## src/rtl/instr_queue_decode_if.sv

```systemverilog
// Handshake bundle between instruction memory, the instruction queue and decode.
// Both sides: a transfer happens on an edge where valid && ready; once valid is up the payload holds until ready.
interface instr_queue_decode_if #(
    parameter int WIDTH = 16,
    parameter int DEPTH = 4
);
    logic                     flush;
    logic                     in_valid;
    logic                     in_ready;
    logic [WIDTH-1:0]         instruction;
    logic                     out_valid;
    logic                     out_ready;
    logic [3:0]               opcode;
    logic [3:0]               rdest;
    logic [WIDTH-9:0]         immediate;
    logic [3:0]               opcodeex;
    logic [3:0]               rsrc;
    logic [WIDTH-1:0]         imm_ext;
    logic                     rtype;
    logic [$clog2(DEPTH):0]   count;

    modport slave (
        input  flush, in_valid, instruction, out_ready,
        output in_ready, out_valid, opcode, rdest, immediate,
               opcodeex, rsrc, imm_ext, rtype, count
    );

    modport master (
        output flush, in_valid, instruction, out_ready,
        input  in_ready, out_valid, opcode, rdest, immediate,
               opcodeex, rsrc, imm_ext, rtype, count
    );
endinterface

```

## src/rtl/instr_queue_decode.sv

```systemverilog
// DEPTH-entry instruction FIFO with head decode and flush.
// Define INSTQ_SIGN_EXT_EN to sign-extend imm_ext; otherwise it is zero-extended.
module instr_queue_decode #(
    parameter int         WIDTH    = 16,
    parameter int         DEPTH    = 4,
    parameter logic [3:0] RTYPE_OP = 4'b0000
) (
    input logic               clk,
    input logic               reset,
    instr_queue_decode_if.slave q
);
    localparam int AW = $clog2(DEPTH);
    localparam int CW = AW + 1;

    logic [WIDTH-1:0] mem [DEPTH];
    logic [AW-1:0]    wptr;
    logic [AW-1:0]    rptr;
    logic [CW-1:0]    cnt;
    logic             push;
    logic             pop;
    logic [WIDTH-1:0] head;
    logic             valid;

    // in_ready looks only at occupancy, so a full queue never accepts even while popping.
    assign q.in_ready = (cnt < CW'(DEPTH)) && !reset;
    assign valid      = (cnt != '0);
    assign push       = q.in_valid && q.in_ready && !q.flush;
    assign pop        = valid && q.out_ready && !q.flush;

    always_ff @(posedge clk) begin
        if (reset || q.flush) begin
            wptr <= '0;
            rptr <= '0;
            cnt  <= '0;
        end else begin
            if (push) wptr <= wptr + 1'b1;
            if (pop)  rptr <= rptr + 1'b1;
            if (push && !pop)      cnt <= cnt + 1'b1;
            else if (pop && !push) cnt <= cnt - 1'b1;
        end
    end

    // Storage needs no reset: nothing is read while the queue is empty.
    always_ff @(posedge clk) begin
        if (push) mem[wptr] <= q.instruction;
    end

    assign head = valid ? mem[rptr] : '0;

    assign q.out_valid = valid;
    assign q.count     = cnt;
    assign q.opcode    = head[WIDTH-1 -: 4];
    assign q.rdest     = head[WIDTH-5 -: 4];
    assign q.immediate = head[WIDTH-9:0];
    assign q.opcodeex  = head[7:4];
    assign q.rsrc      = head[3:0];
    assign q.rtype     = valid && (head[WIDTH-1 -: 4] == RTYPE_OP);
`ifdef INSTQ_SIGN_EXT_EN
    assign q.imm_ext   = {{(WIDTH-8){head[7]}}, head[7:0]};
`else
    assign q.imm_ext   = {{(WIDTH-8){1'b0}}, head[7:0]};
`endif
endmodule

```

## src/flat_wrapper.sv

```systemverilog
// flat-port wrapper written by rule: the top's interface ports become plain ports
module instr_queue_decode_flat 
#(
    parameter int         WIDTH    = 16,
    parameter int         DEPTH    = 4,
    parameter logic [3:0] RTYPE_OP = 4'b0000
)
  (clk, reset, q_flush, q_in_valid, q_instruction, q_out_ready, q_in_ready, q_out_valid, q_opcode, q_rdest, q_immediate, q_opcodeex, q_rsrc, q_imm_ext, q_rtype, q_count);
  instr_queue_decode_if #(.WIDTH(WIDTH), .DEPTH(DEPTH)) q_i ();
  input logic clk;
  input logic reset;
  input wire logic [$bits(q_i.flush)-1:0] q_flush;
  input wire logic [$bits(q_i.in_valid)-1:0] q_in_valid;
  input wire logic [$bits(q_i.instruction)-1:0] q_instruction;
  input wire logic [$bits(q_i.out_ready)-1:0] q_out_ready;
  output wire logic [$bits(q_i.in_ready)-1:0] q_in_ready;
  output wire logic [$bits(q_i.out_valid)-1:0] q_out_valid;
  output wire logic [$bits(q_i.opcode)-1:0] q_opcode;
  output wire logic [$bits(q_i.rdest)-1:0] q_rdest;
  output wire logic [$bits(q_i.immediate)-1:0] q_immediate;
  output wire logic [$bits(q_i.opcodeex)-1:0] q_opcodeex;
  output wire logic [$bits(q_i.rsrc)-1:0] q_rsrc;
  output wire logic [$bits(q_i.imm_ext)-1:0] q_imm_ext;
  output wire logic [$bits(q_i.rtype)-1:0] q_rtype;
  output wire logic [$bits(q_i.count)-1:0] q_count;
  assign q_i.flush = q_flush;
  assign q_i.in_valid = q_in_valid;
  assign q_i.instruction = q_instruction;
  assign q_i.out_ready = q_out_ready;
  assign q_in_ready = q_i.in_ready;
  assign q_out_valid = q_i.out_valid;
  assign q_opcode = q_i.opcode;
  assign q_rdest = q_i.rdest;
  assign q_immediate = q_i.immediate;
  assign q_opcodeex = q_i.opcodeex;
  assign q_rsrc = q_i.rsrc;
  assign q_imm_ext = q_i.imm_ext;
  assign q_rtype = q_i.rtype;
  assign q_count = q_i.count;
  instr_queue_decode #(.WIDTH(WIDTH), .DEPTH(DEPTH), .RTYPE_OP(RTYPE_OP)) u_core (.clk(clk), .reset(reset), .q(q_i));
endmodule
```

## config.mk

```make
export PLATFORM = sky130hd
export DESIGN_NAME = instr_queue_decode_flat
export DESIGN_NICKNAME = d
export VERILOG_FILES = /design/src/rtl/instr_queue_decode_if.sv /design/src/rtl/instr_queue_decode.sv /design/src/flat_wrapper.sv
export SDC_FILE = /design/constraint.sdc
export NUM_CORES = 1
export LEC_CHECK = 0
export CAP_MARGIN = 20
export CORE_ASPECT_RATIO = 1.75
export CORE_MARGIN = 2
export CORE_UTILIZATION = 40
export CTS_BUF_LIST = sky130_fd_sc_hd__clkbuf_4 sky130_fd_sc_hd__clkbuf_8
export CTS_CLUSTER_SIZE = 12
export DETAILED_ROUTE_END_ITERATION = 7
export GPL_ROUTABILITY_DRIVEN = 1
export PLACE_DENSITY_LB_ADDON = 0.2
export SLEW_MARGIN = 10
export SYNTH_ARGS = -nofsm -noshare
export SYNTH_HDL_FRONTEND = slang
export SYNTH_SLANG_ARGS = --single-unit
```

## constraint.sdc

```tcl
create_clock -name clk -period 4.9 [get_ports clk]
set_input_delay 0.98 -clock clk [delete_from_list [all_inputs] [get_ports clk]]
set_output_delay 0.98 -clock clk [all_outputs]
set_load 0.01 [all_outputs]
```

== Word-level counts from Yosys, hierarchy flattened ==
Memories as Yosys holds them, arrays and structs flattened. A register that Yosys moved wholly into a read port is not among the register bits.
Index checks and enable logic that the tools add are counted.

* Add/sub/neg operators: 4
* $mul: 0
* Div/mod/pow operators: 0
* $lt $le $gt $ge: 1
* Equality and inequality tests: 0
* Shifts and indexed selects: 0
* Mux-type cells: 7
* Bitwise logic cells: 0
* Reductions and logical operators: 16

{| class="wikitable"
|+ Operators by type and width
! operator !! number
|-
| two-way mux 16 bit || 1
|-
| logical AND 1 bit || 8
|-
| two-way mux 3 bit || 2
|-
| adder 2 x 1 -> 2 bit (second input constant) || 2
|-
| logical NOT 1 bit || 4
|-
| logical NOT 4 bit || 1
|-
| two-way mux 2 bit || 2
|-
| adder 3 x 1 -> 3 bit (second input constant) || 1
|-
| less-than comparator 3 bit (second input constant) || 1
|-
| nonzero test 3 bit || 1
|-
| subtractor 3 x 1 -> 3 bit (second input constant) || 1
|-
| two-way mux 1 bit || 2
|-
| nonzero test 2 bit || 1
|-
| logical OR 1 bit || 1
|}

* Bits in registers: 7
* Latch bits: 0
* Bits in writable memories: 64
* Memory bits (read-only): 0
* Input port bits: 21
* Output and inout port bits: 46
* Logic and storage cells: 32
* Memories kept: 1

{| class="wikitable"
|+ Memory list
! name !! depth !! width !! read ports !! clocked after memory_dff !! write ports !! line !! text
|-
| u_core.mem || 4 || 16 || 1 || 1 || 1 || instr_queue_decode.sv:15 || <nowiki>logic [WIDTH-1:0] mem [DEPTH];</nowiki>
|}

== Depth between registers and ports, before layout ==
Gate-level depths: netlist of run 1.

* Depth in word-level cells: 8
* Gate-level depth with buffers: 8
* Depth with buffers taken out: 8

== Least setup slack after synthesis of run 1 ==
No wires, ideal clock.

* Path kind: input -> register
* Start: in q_flush
* End: reg u_core.cnt[2], in the netlist u_core.q.count[2]
* Setup time: 0.070 ns
* Data arrival time: 2.678 ns
* Data required time: 4.830 ns
* Slack: 2.152 ns
* Cell stages on the path: 7
* Path buffers: 0
* Cells stage by stage: nor4b_1 ha_1 inv_1 fa_1 xor2_1 or3_1 a21oi_1

* Longest elaborated chain between the ends: 5
* Elaborated cells between the ends (all ways): 10
* Those cells by class: mux (1); reduce/logical (9)

{| class="wikitable"
|+ Ends and longest elaborated chain
! element !! line !! text
|-
| start: declaration || flat_wrapper.sv:12 || <nowiki>input wire logic [$bits(q_i.flush)-1:0] q_flush;</nowiki>
|-
| logical NOT 1 bit || instr_queue_decode.sv:27, instr_queue_decode.sv:28 ||
|-
| logical AND 1 bit, on equally long branches || instr_queue_decode.sv:28, instr_queue_decode.sv:27 ||
|-
| logical NOT 1 bit, on equally long branches || instr_queue_decode.sv:38, instr_queue_decode.sv:39 ||
|-
| logical AND 1 bit, on equally long branches || instr_queue_decode.sv:38, instr_queue_decode.sv:39 ||
|-
| two-way mux 3 bit or nonzero test 2 bit (tied branches) || n/a ||
|-
| end signal: assignment || instr_queue_decode.sv:38 || <nowiki>if (push && !pop) cnt <= cnt + 1'b1;</nowiki>
|-
| end signal: assignment || instr_queue_decode.sv:39 || <nowiki>else if (pop && !push) cnt <= cnt - 1'b1;</nowiki>
|-
| end: declaration || instr_queue_decode.sv:18 || <nowiki>logic [CW-1:0] cnt;</nowiki>
|}

Parallel ways exist; a longest one is shown, timed or not.
A chain may end at the register's enable or synchronous reset.

==> results of run 1 <==
[how the worst max path moves through the flow]
stage          startpoint                        endpoint  slack (ns)  cells after the start
3_5_place_dp      q_flush  u_core.q.count[2]$_SDFFE_PP0P_        1.49                      8
3_3_place_gp     register                         q_rtype        1.53                      4
2_1_floorplan     q_flush  u_core.q.count[2]$_SDFFE_PP0P_        2.15                      7
6_report         register                         q_rtype        1.22                      4
5_1_grt          register                         q_rtype        1.04                      4
4_1_cts          register                         q_rtype        1.13                      4
[final cells by class]
class / instances / area [um2] / area share (%)
clock buffers: 9 / 124 / 3.27
well taps: 88 / 110 / 2.91
repair buffers: 60 / 596 / 15.7
clock inverters: 7 / 61.3 / 1.62
inverters: 4 / 15.0 / 0.396
multi-input cells: 77 / 781 / 20.6
flip-flops and latches: 73 / 2100 / 55.5
[cell families (layout without fill, tap and decap cells)]
logic type,count (synthesis),count (layout),share of synthesized area [%]
simple gates,36,36,6.82
xor+xnor,5,5,1.42
other cells,1,8,0.122
flops,73,73,68.2
mux,18,18,12.6
buf+inv,34,80,7.35
fa+ha+maj,6,6,2.68
compound gates,4,4,0.852
[cell usage after synthesis (2+ instances only)]
cell,n
edfxtp_1,64
buf_4,24
nor2b_1,17
mux4_2,14
dfxtp_1,9
nor2_1,9
ha_1,5
and2_1,4
clkbuf_1,4
inv_1,4
xor2_1,4
mux2i_1,2
mux4_1,2
or2_2,2
[power by group]
group	leakage, nW	switching [W]	internal [W]	total (W)
sequential	0.651	0.00000444	0.000683	0.000688
clock	0.0978	0.000203	0.000230	0.000432
combinational	0.492	0.0000426	0.0000558	0.0000983
total	1.24	0.000250	0.000968	0.00122
[worst min-delay path, stage by stage, from the launching register on]
cell and delay, ns:
dfxtp_1 0.34, xor2_1 0.08, nor2_1 0.07
[sequential cells by signal, summed over array words and instances (netlist names), named ones only]
name,count
u_core.q.count,3
u_core.rptr,2
u_core.wptr,2
u_core.mem,64
[through the flow]
stage	instances	utilization [%]	hold WS, ns
after floorplan	184	-	0.485
after global placement	302	48.0	0.512
after detailed placement	302	48.0	0.508
after CTS	318	50.4	0.527
after global routing	318	50.4	0.550
final	318	50.4	0.532
[routing by layer]
| layer | vias up | share of wire [%] | track usage, % |
|---|---|---|---|
| li1 | 722 | - | - |
| met1 | 754 | 37 | 13.7 |
| met2 | 47 | 56 | 23.0 |
| met3 | 9 | 4.9 | 4.79 |
| met4 | 0 | 1.6 | 5.77 |
| met5 | - | 0 | 0 |
==> impl_metrics.env, run 1 <==
export IMPL_status="finished clean"
export IMPL_fill_cells=664
export IMPL_ys_ff_latch=73
export IMPL_holdBufCountCts=0
export IMPL_p_leak_nw=1.24
export IMPL_worst_slew_pin_slew_ns=0.889
export IMPL_max_freq_mhz=271
export IMPL_portBuffers=58
export IMPL_min_path_cells=2
export IMPL_clockBufferDepth=2
export IMPL_mostFrequentLayoutCell="edfxtp_1"
export IMPL_grt_overflow_total=0
export IMPL_cts_resized=0
export IMPL_routed_via_count=1532
export IMPL_hold_viol_final=0
export IMPL_critical_path_required_ns=3.92
export IMPL_grt_max_degree=19
export IMPL_layout_common_cells="edfxtp_1, clkdlybuf4s50_1, nor2b_1, mux4_2"
export IMPL_synth_top_area_share_pct=62.3
export IMPL_gp_congestion=0.674
export IMPL_final_max_slew_violation_count=0
export IMPL_postRouteAntennaNets=0
export IMPL_rsz0062_at_grt="no"
export IMPL_place_area_um2=3600
export IMPL_core_area_um2=7510
export IMPL_post_cts_setup_buffers=0
export IMPL_final_cell_area_um2=3790
export IMPL_rows=42
export IMPL_ctsRootBufferMaster="clkbuf_8"
export IMPL_reg2reg_depth=7
export IMPL_slowest_stage="dfxtp_1"
export IMPL_maxSlewHeadroom_pct=40.7
export IMPL_die_w_um=70.4
export IMPL_totalNegativeSetupSlack_ns=0
export IMPL_drt_total_wl_mm=4.96
export IMPL_pwr_density_cell_nw_per_um2=321
export IMPL_antenna_found_initial=0
export IMPL_synth_edf_count=64
export IMPL_path_buf_inv=1
export IMPL_ys_flop_type="edfxtp_1"
export IMPL_initial_core_util_pct=41.0
export IMPL_path_cells="mux4_2 -> or4_1 -> nor2_1 -> clkdlybuf4s50_1"
export IMPL_yosys_warnings=0
export IMPL_die_area_um2=8450
export IMPL_firstDrtPassIters=4
export IMPL_finalPower_w=0.00122
export IMPL_worstHoldPathType="register to register"
export IMPL_viasPerCell=4.82
export IMPL_drv_cap=0
export IMPL_yosys_area_top_type="edfxtp_1"
export IMPL_crit_arrival_ns=2.70
export IMPL_crit_path_max_incr_delay_ns=0.81
export IMPL_r2r_end="u_core.q.count[2]$_SDFFE_PP0P_"
export IMPL_io_pin_count=67
export IMPL_wl_per_cell_um=15.6
export IMPL_yosysUniqueCellTypes=27
export IMPL_setup_viol=0
export IMPL_grt_first_pass_wirelength_mm=7.95
export IMPL_clkSinkCount=73
export IMPL_ir_worst_vdd_v=0.000134
export IMPL_hpwl_mm=3.35
export IMPL_hold_start="u_core.rptr[0]$_SDFFE_PP0P_"
export IMPL_drive_gt1_share_pct=14.3
export IMPL_syn2layout_area_growth_pct=22.9
export IMPL_synth_area_top_cells="edfxtp_1, mux4_2, dfxtp_1"
export IMPL_syn_area_per_cell_um2=17.4
export IMPL_finalCriticalPeriod_ns=3.68
export IMPL_cts_inserted_buffers=9
export IMPL_path_class="register to output port"
export IMPL_fin_skew_ns=0.00844
export IMPL_syn_inst=177
export IMPL_timing_rr_start="u_core.q.count[2]$_SDFFE_PP0P_"
export IMPL_finalWorstSetupSlack_ns=1.22
export IMPL_path_clk_slew_ns=0.07
export IMPL_path_max_fanout=16
export IMPL_drc=0
export IMPL_grt_pass1_vias=1559
export IMPL_startpoint_type="register"
export IMPL_die_y_um=120
export IMPL_rrSetupSlack_ns=2.49
export IMPL_critPathTopFamily="flip-flops"
export IMPL_n_antenna_cell=0
export IMPL_h_tree_depth=3
export IMPL_crit_path_end_kind="output port"
export IMPL_synth_seq_area_share_pct=68.2
export IMPL_drt_iter0_markers=44
export IMPL_dpl_worst_slack_ns=1.49
export IMPL_netlist_area_um2=3080
export IMPL_grt_total_usage_pct=13.1
export IMPL_fin_nets=252
export IMPL_ys_async_sr_fraction_pct=0
export IMPL_cts_tree="built"
export IMPL_insertion_delay_ns=0.34
export IMPL_fin_crit_sh_pct=75.2
Power figures use the tool's default switching activity.
==> inputs of run 2 (changes only) <==
==> constraint.sdc (replaced) <==
create_clock -name clk -period 3 [get_ports clk]
set_input_delay 0.6 -clock clk [delete_from_list [all_inputs] [get_ports clk]]
set_output_delay 0.6 -clock clk [all_outputs]
set_load 0.01 [all_outputs]
==> impl_metrics.env, run 2 (synthesis results as in run 1) <==
export IMPL_critPathTopFamily="buffers and inverters"
export IMPL_path_class="register to output port"
export IMPL_drv_cap=0
export IMPL_power_frac_seq_pct=57.1
export IMPL_gp_congestion=0.715
export IMPL_routed_via_count=1558
export IMPL_finalCriticalPeriod_ns=2.79
export IMPL_n_antenna_cell=0
export IMPL_met1_length_mm=1.76
export IMPL_holdBufCountCts=0
export IMPL_fill_cells=652
export IMPL_drt_iter0_markers=72
export IMPL_viasPerCell=4.76
export IMPL_internal_power_w=0.00159
export IMPL_path_cells="buf_4 -> mux4_2 -> nor2b_1 -> clkdlybuf4s50_1"
export IMPL_regMostFlops="u_core.mem"
export IMPL_top_layer="met4"
export IMPL_grt_pass1_vias=1608
export IMPL_mostFrequentLayoutCell="edfxtp_1"
export IMPL_portBuffers=58
export IMPL_max_freq_mhz=359
export IMPL_die_w_um=70.4
export IMPL_insertion_delay_ns=0.34
export IMPL_pwr_density_cell_nw_per_um2=509
export IMPL_swShare_pct=19.2
export IMPL_grt_max_degree=19
export IMPL_layout_common_cells="edfxtp_1, clkdlybuf4s50_1, nor2b_1, mux4_2"
export IMPL_crit_arrival_ns=2.19
export IMPL_clockBufferDepth=2
export IMPL_path_buf_inv=2
export IMPL_clkSinkCount=73
export IMPL_p_clk_share_pct=34.6
export IMPL_cts_inserted_buffers=9
export IMPL_h_tree_depth=3
export IMPL_crit_path_max_incr_delay_ns=0.54
export IMPL_hpwl_mm=3.49
export IMPL_startpoint_type="register"
export IMPL_fin_nets=261
export IMPL_slowest_stage="mux4_2"
export IMPL_initial_core_util_pct=41.0
export IMPL_wl_per_cell_um=15.1
export IMPL_io_pin_count=67
export IMPL_grt_overflow_total=0
export IMPL_ctsRootBufferMaster="clkbuf_8"
export IMPL_core_area_um2=7510
export IMPL_path_clk_slew_ns=0.06
export IMPL_wl_met2_mm=2.82
export IMPL_final_cell_area_um2=3860
export IMPL_setup_viol=0
export IMPL_crit_path_end_kind="output port"
export IMPL_cts_resized=3
export IMPL_wl_met3_um=258
export IMPL_rsz0062_at_grt="no"
export IMPL_postRouteAntennaNets=0
export IMPL_final_max_slew_violation_count=0
export IMPL_place_area_um2=3670
export IMPL_path_max_fanout=10
export IMPL_fin_skew_ns=0.00614
export IMPL_p_switching_w=0.000377
export IMPL_post_cts_setup_buffers=0
export IMPL_firstDrtPassIters=4
export IMPL_p_leak_nw=1.30
export IMPL_ir_worst_vdd_v=0.000356
export IMPL_grt_total_usage_pct=12.7
export IMPL_worstHoldPathType="register to register"
export IMPL_grt_first_pass_wirelength_mm=7.87
export IMPL_drc=0
export IMPL_cts_tree="built"
export IMPL_largest_reg_flops=64
export IMPL_die_y_um=120
export IMPL_antenna_found_initial=0
export IMPL_die_area_um2=8450
export IMPL_comb_power_share_pct=8.3
export IMPL_rows=42
export IMPL_critical_path_required_ns=2.40
export IMPL_drt_total_wl_mm=4.93
export IMPL_fin_crit_sh_pct=92.9
export IMPL_hold_viol_final=0
export IMPL_totalNegativeSetupSlack_ns=0
export IMPL_drive_gt1_share_pct=18.4
export IMPL_status="finished clean"
export IMPL_syn2layout_area_growth_pct=25.2
==> run 2: changes by cell type in the layout (fill, tap and decap cells not counted) <==
cell | previous run | this run
clkbuf_4 | 0 | 4
buf_4 | 2 | 11
dlygate4sd2_1 | 0 | 1
dfxtp_1 | 9 | 8
clkinv_2 | 3 | 0
clkbuf_8 | 9 | 11
clkdlybuf4s50_1 | 58 | 57
bufinv_16 | 1 | 0
dfxtp_4 | 0 | 1
clkinv_1 | 2 | 1
clkinv_4 | 1 | 0
==> run 2: final timing paths <==
check	startpoint	endpoint	slack (ns)	depth (start not counted)
max	register	q_imm_ext[5]	0.21	4
max reg2reg	u_core.q.count[2]$_SDFFE_PP0P_	u_core.q.count[2]$_SDFFE_PP0P_	0.72	8
min	u_core.rptr[1]$_SDFFE_PP0P_	u_core.rptr[1]$_SDFFE_PP0P_	0.54	2
min reg2reg	u_core.rptr[1]$_SDFFE_PP0P_	u_core.rptr[1]$_SDFFE_PP0P_	0.54	2
==> run 2: area by class of cell <==
cell class                      instances  area (um2)  area share [%]
Sequential cell                        73        2110            54.6
Multi-Input combinational cell         77         781            20.2
Timing Repair Buffer                   69         662            17.2
Clock buffer                           15         181            4.70
Tap cell                               88         110            2.85
Inverter                                4        15.0           0.389
Clock inverter                          1        3.75          0.0973
==> run 2: through the flow <==
stage | std cells | power [W] | hold WS (ns) | utilization (%) | setup slack (ns)
2_1_floorplan | 184 | 0.00123 | 0.485 | - | 0.632
3_3_place_gp | 311 | 0.00131 | 0.519 | 48.9 | 0.238
3_5_place_dp | 311 | 0.00131 | 0.520 | 48.9 | 0.197
4_1_cts | 327 | 0.00199 | 0.545 | 51.3 | 0.157
5_1_grt | 327 | 0.00205 | 0.586 | 51.3 | 0.0822
6_report | 327 | 0.00197 | 0.540 | 51.3 | 0.213
==> run 2: routing by layer <==
layer,up-vias,track usage (%)
met5,-,0
met4,0,6.13
met3,7,4.45
met2,46,22.6
met1,765,13.1
li1,740,-
==> run 2: worst register-to-register path, delay by kind of cell, from the launching register on <==
| kind | cells | cell delay (ns) |
|---|---|---|
| fa+ha+maj | 2 | 0.54 |
| compound gates | 2 | 0.58 |
| simple gates | 2 | 0.49 |
| buf+inv | 1 | 0.06 |
| flops | 1 | 0.40 |
| xor+xnor | 1 | 0.15 |
==> run 2: power by group through the flow <==
stage          logic [W]  clock network (W)  registers, W
5_1_grt         0.000179           0.000751       0.00112
3_5_place_dp    0.000166                  0       0.00115
3_3_place_gp    0.000165                  0       0.00114
2_1_floorplan  0.0000903                  0       0.00114
6_report        0.000164           0.000679       0.00112
4_1_cts         0.000167           0.000705       0.00112
==> inputs of run 3 (changes only) <==
--- a/config.mk
+++ b/config.mk
@@ -6,7 +6,6 @@
 export NUM_CORES = 1
 export LEC_CHECK = 0
 export CAP_MARGIN = 20
-export CORE_ASPECT_RATIO = 1.75
 export CORE_MARGIN = 2
 export CORE_UTILIZATION = 40
 export CTS_BUF_LIST = sky130_fd_sc_hd__clkbuf_4 sky130_fd_sc_hd__clkbuf_8
==> impl_metrics.env, run 3 (synthesis results as in run 1) <==
export IMPL_p_switching_w=0.000431
export IMPL_viasPerCell=4.64
export IMPL_rows=32
export IMPL_startpoint_type="register"
export IMPL_grt_first_pass_wirelength_mm=8.18
export IMPL_ctsRootBufferMaster="clkbuf_8"
export IMPL_grt_pass1_vias=1560
export IMPL_crit_arrival_ns=2.24
export IMPL_fin_skew_ns=0.00668
export IMPL_routed_via_count=1570
export IMPL_fin_crit_sh_pct=94.6
export IMPL_totalNegativeSetupSlack_ns=0
export IMPL_drc=0
export IMPL_path_max_fanout=12
export IMPL_pwr_density_cell_nw_per_um2=543
export IMPL_die_area_um2=8430
export IMPL_drt_iter0_markers=79
export IMPL_reg2reg_depth=8
export IMPL_layout_common_cells="edfxtp_1, clkdlybuf4s50_1, nor2b_1, mux4_2"
export IMPL_finalWorstSetupSlack_ns=0.163
export IMPL_clkSinkCount=73
export IMPL_hold_viol_final=0
export IMPL_drv_cap=0
export IMPL_status="finished clean"
export IMPL_mostFrequentLayoutCell="edfxtp_1"
export IMPL_p_leak_nw=1.29
export IMPL_path_clk_slew_ns=0.08
export IMPL_hpwl_mm=3.42
export IMPL_finalCriticalPeriod_ns=2.84
export IMPL_portBuffers=58
export IMPL_worstHoldPathType="register to register"
export IMPL_postRouteAntennaNets=0
export IMPL_internal_power_w=0.00169
export IMPL_syn2layout_area_growth_pct=26.6
export IMPL_firstDrtPassIters=4
export IMPL_swShare_pct=20.3
export IMPL_wl_per_cell_um=15.1
export IMPL_cts_inserted_buffers=9
export IMPL_finalPower_w=0.00212
export IMPL_max_freq_mhz=353
export IMPL_regMostFlops="u_core.mem"
export IMPL_crit_path_end_kind="output port"
export IMPL_n_antenna_cell=0
export IMPL_drive_gt1_share_pct=17.8
export IMPL_antenna_found_initial=0
export IMPL_insertion_delay_ns=0.33
export IMPL_core_area_um2=7610
export IMPL_post_route_util_pct=51.3
export IMPL_fin_nets=258
export IMPL_dpl_worst_slack_ns=0.171
export IMPL_drt_total_wl_mm=5.11
export IMPL_grt_overflow_total=0
export IMPL_largest_reg_flops=64
export IMPL_ir_worst_vdd_v=0.000241
export IMPL_gp_congestion=0.704
export IMPL_die_y_um=91.8
export IMPL_path_class="register to output port"
export IMPL_final_max_slew_violation_count=0
export IMPL_min_path_cells=2
export IMPL_grt_max_degree=19
export IMPL_power_frac_seq_pct=52.9
export IMPL_io_pin_count=67
export IMPL_critical_path_required_ns=2.40
export IMPL_die_w_um=91.8
export IMPL_comb_power_share_pct=7.8
export IMPL_initial_core_util_pct=40.5
export IMPL_clockBufferDepth=2
export IMPL_grt_total_usage_pct=13.1
export IMPL_p_clk_share_pct=39.2
export IMPL_rsz0062_at_grt="no"
export IMPL_h_tree_depth=3
export IMPL_cts_tree="built"
export IMPL_setup_viol=0
run 3: cell count changes in the layout (fill, tap and decap cells not counted):
cell	delta
clkbuf_8	-2
buf_12	+1
clkbuf_4	-3
clkinv_1	-1
buf_4	-4
clkinvlp_4	+3
inv_6	+1
bufinv_16	+2
run 3: timing repair:
| item | 4_1_cts | 5_1_grt |
|---|---|---|
| endpoints found under the setup margin | 4 | 0 |
| hold endpoints to repair | 0 | 0 |
| hold buffers | 0 | 0 |
| setup buffers | 0 | 0 |
| gates resized for setup | 3 | 0 |
run 3: power by group through the flow:
| stage | logic, W | registers, W | clock network, W |
|---|---|---|---|
| after floorplan | 0.0000903 | 0.00114 | 0 |
| after CTS | 0.000170 | 0.00112 | 0.000859 |
| after global placement | 0.000168 | 0.00115 | 0 |
| after global routing | 0.000182 | 0.00112 | 0.000903 |
| final | 0.000166 | 0.00112 | 0.000832 |
| after detailed placement | 0.000169 | 0.00115 | 0 |
run 3: final timing paths:
| check | from | endpoint | slack (ns) |
|---|---|---|---|
| setup / recovery | register | q_immediate[0] | 0.16 |
| hold / removal | u_core.rptr[1]$_SDFFE_PP0P_ | register | 0.54 |
| setup reg to reg | u_core.q.count[2]$_SDFFE_PP0P_ | u_core.q.count[2]$_SDFFE_PP0P_ | 0.73 |
| hold reg to reg | u_core.rptr[1]$_SDFFE_PP0P_ | register | 0.54 |
run 3: worst max-delay path, cell delays in order (launching register included):
cell and delay [ns]:
dfxtp_4 0.39, buf_4 0.28, mux4_1 0.57, nor2b_1 0.16, clkdlybuf4s50_1 0.49
run 3: final cells by class:
| class | instances | area (um2) |
|---|---|---|
| well taps | 102 | 128 |
| fillers | 633 | 3700 |
| flip-flops and latches | 73 | 2110 |
| repair buffers | 66 | 652 |
| clock buffers | 10 | 131 |
| clock inverters | 6 | 91.3 |
| multi-input cells | 77 | 781 |
| inverters | 4 | 15.0 |
run 3: stage by stage:
step	cells	area [um2]	hold WS (ns)
after floorplan	184	3110	0.485
after global placement	322	3680	0.501
after detailed placement	322	3680	0.524
after CTS	338	3900	0.543
after global routing	338	3900	0.580
final	338	3900	0.536
run 3: layer usage:
| layer | up-vias | part of all wire [%] | GRT usage [%] |
|---|---|---|---|
| li1 | 737 | - | - |
| met1 | 780 | 43 | 16.2 |
| met2 | 46 | 51 | 21.7 |
| met3 | 7 | 4.2 | 3.12 |
| met4 | 0 | 1.2 | 5.97 |
| met5 | - | 0 | 0 |
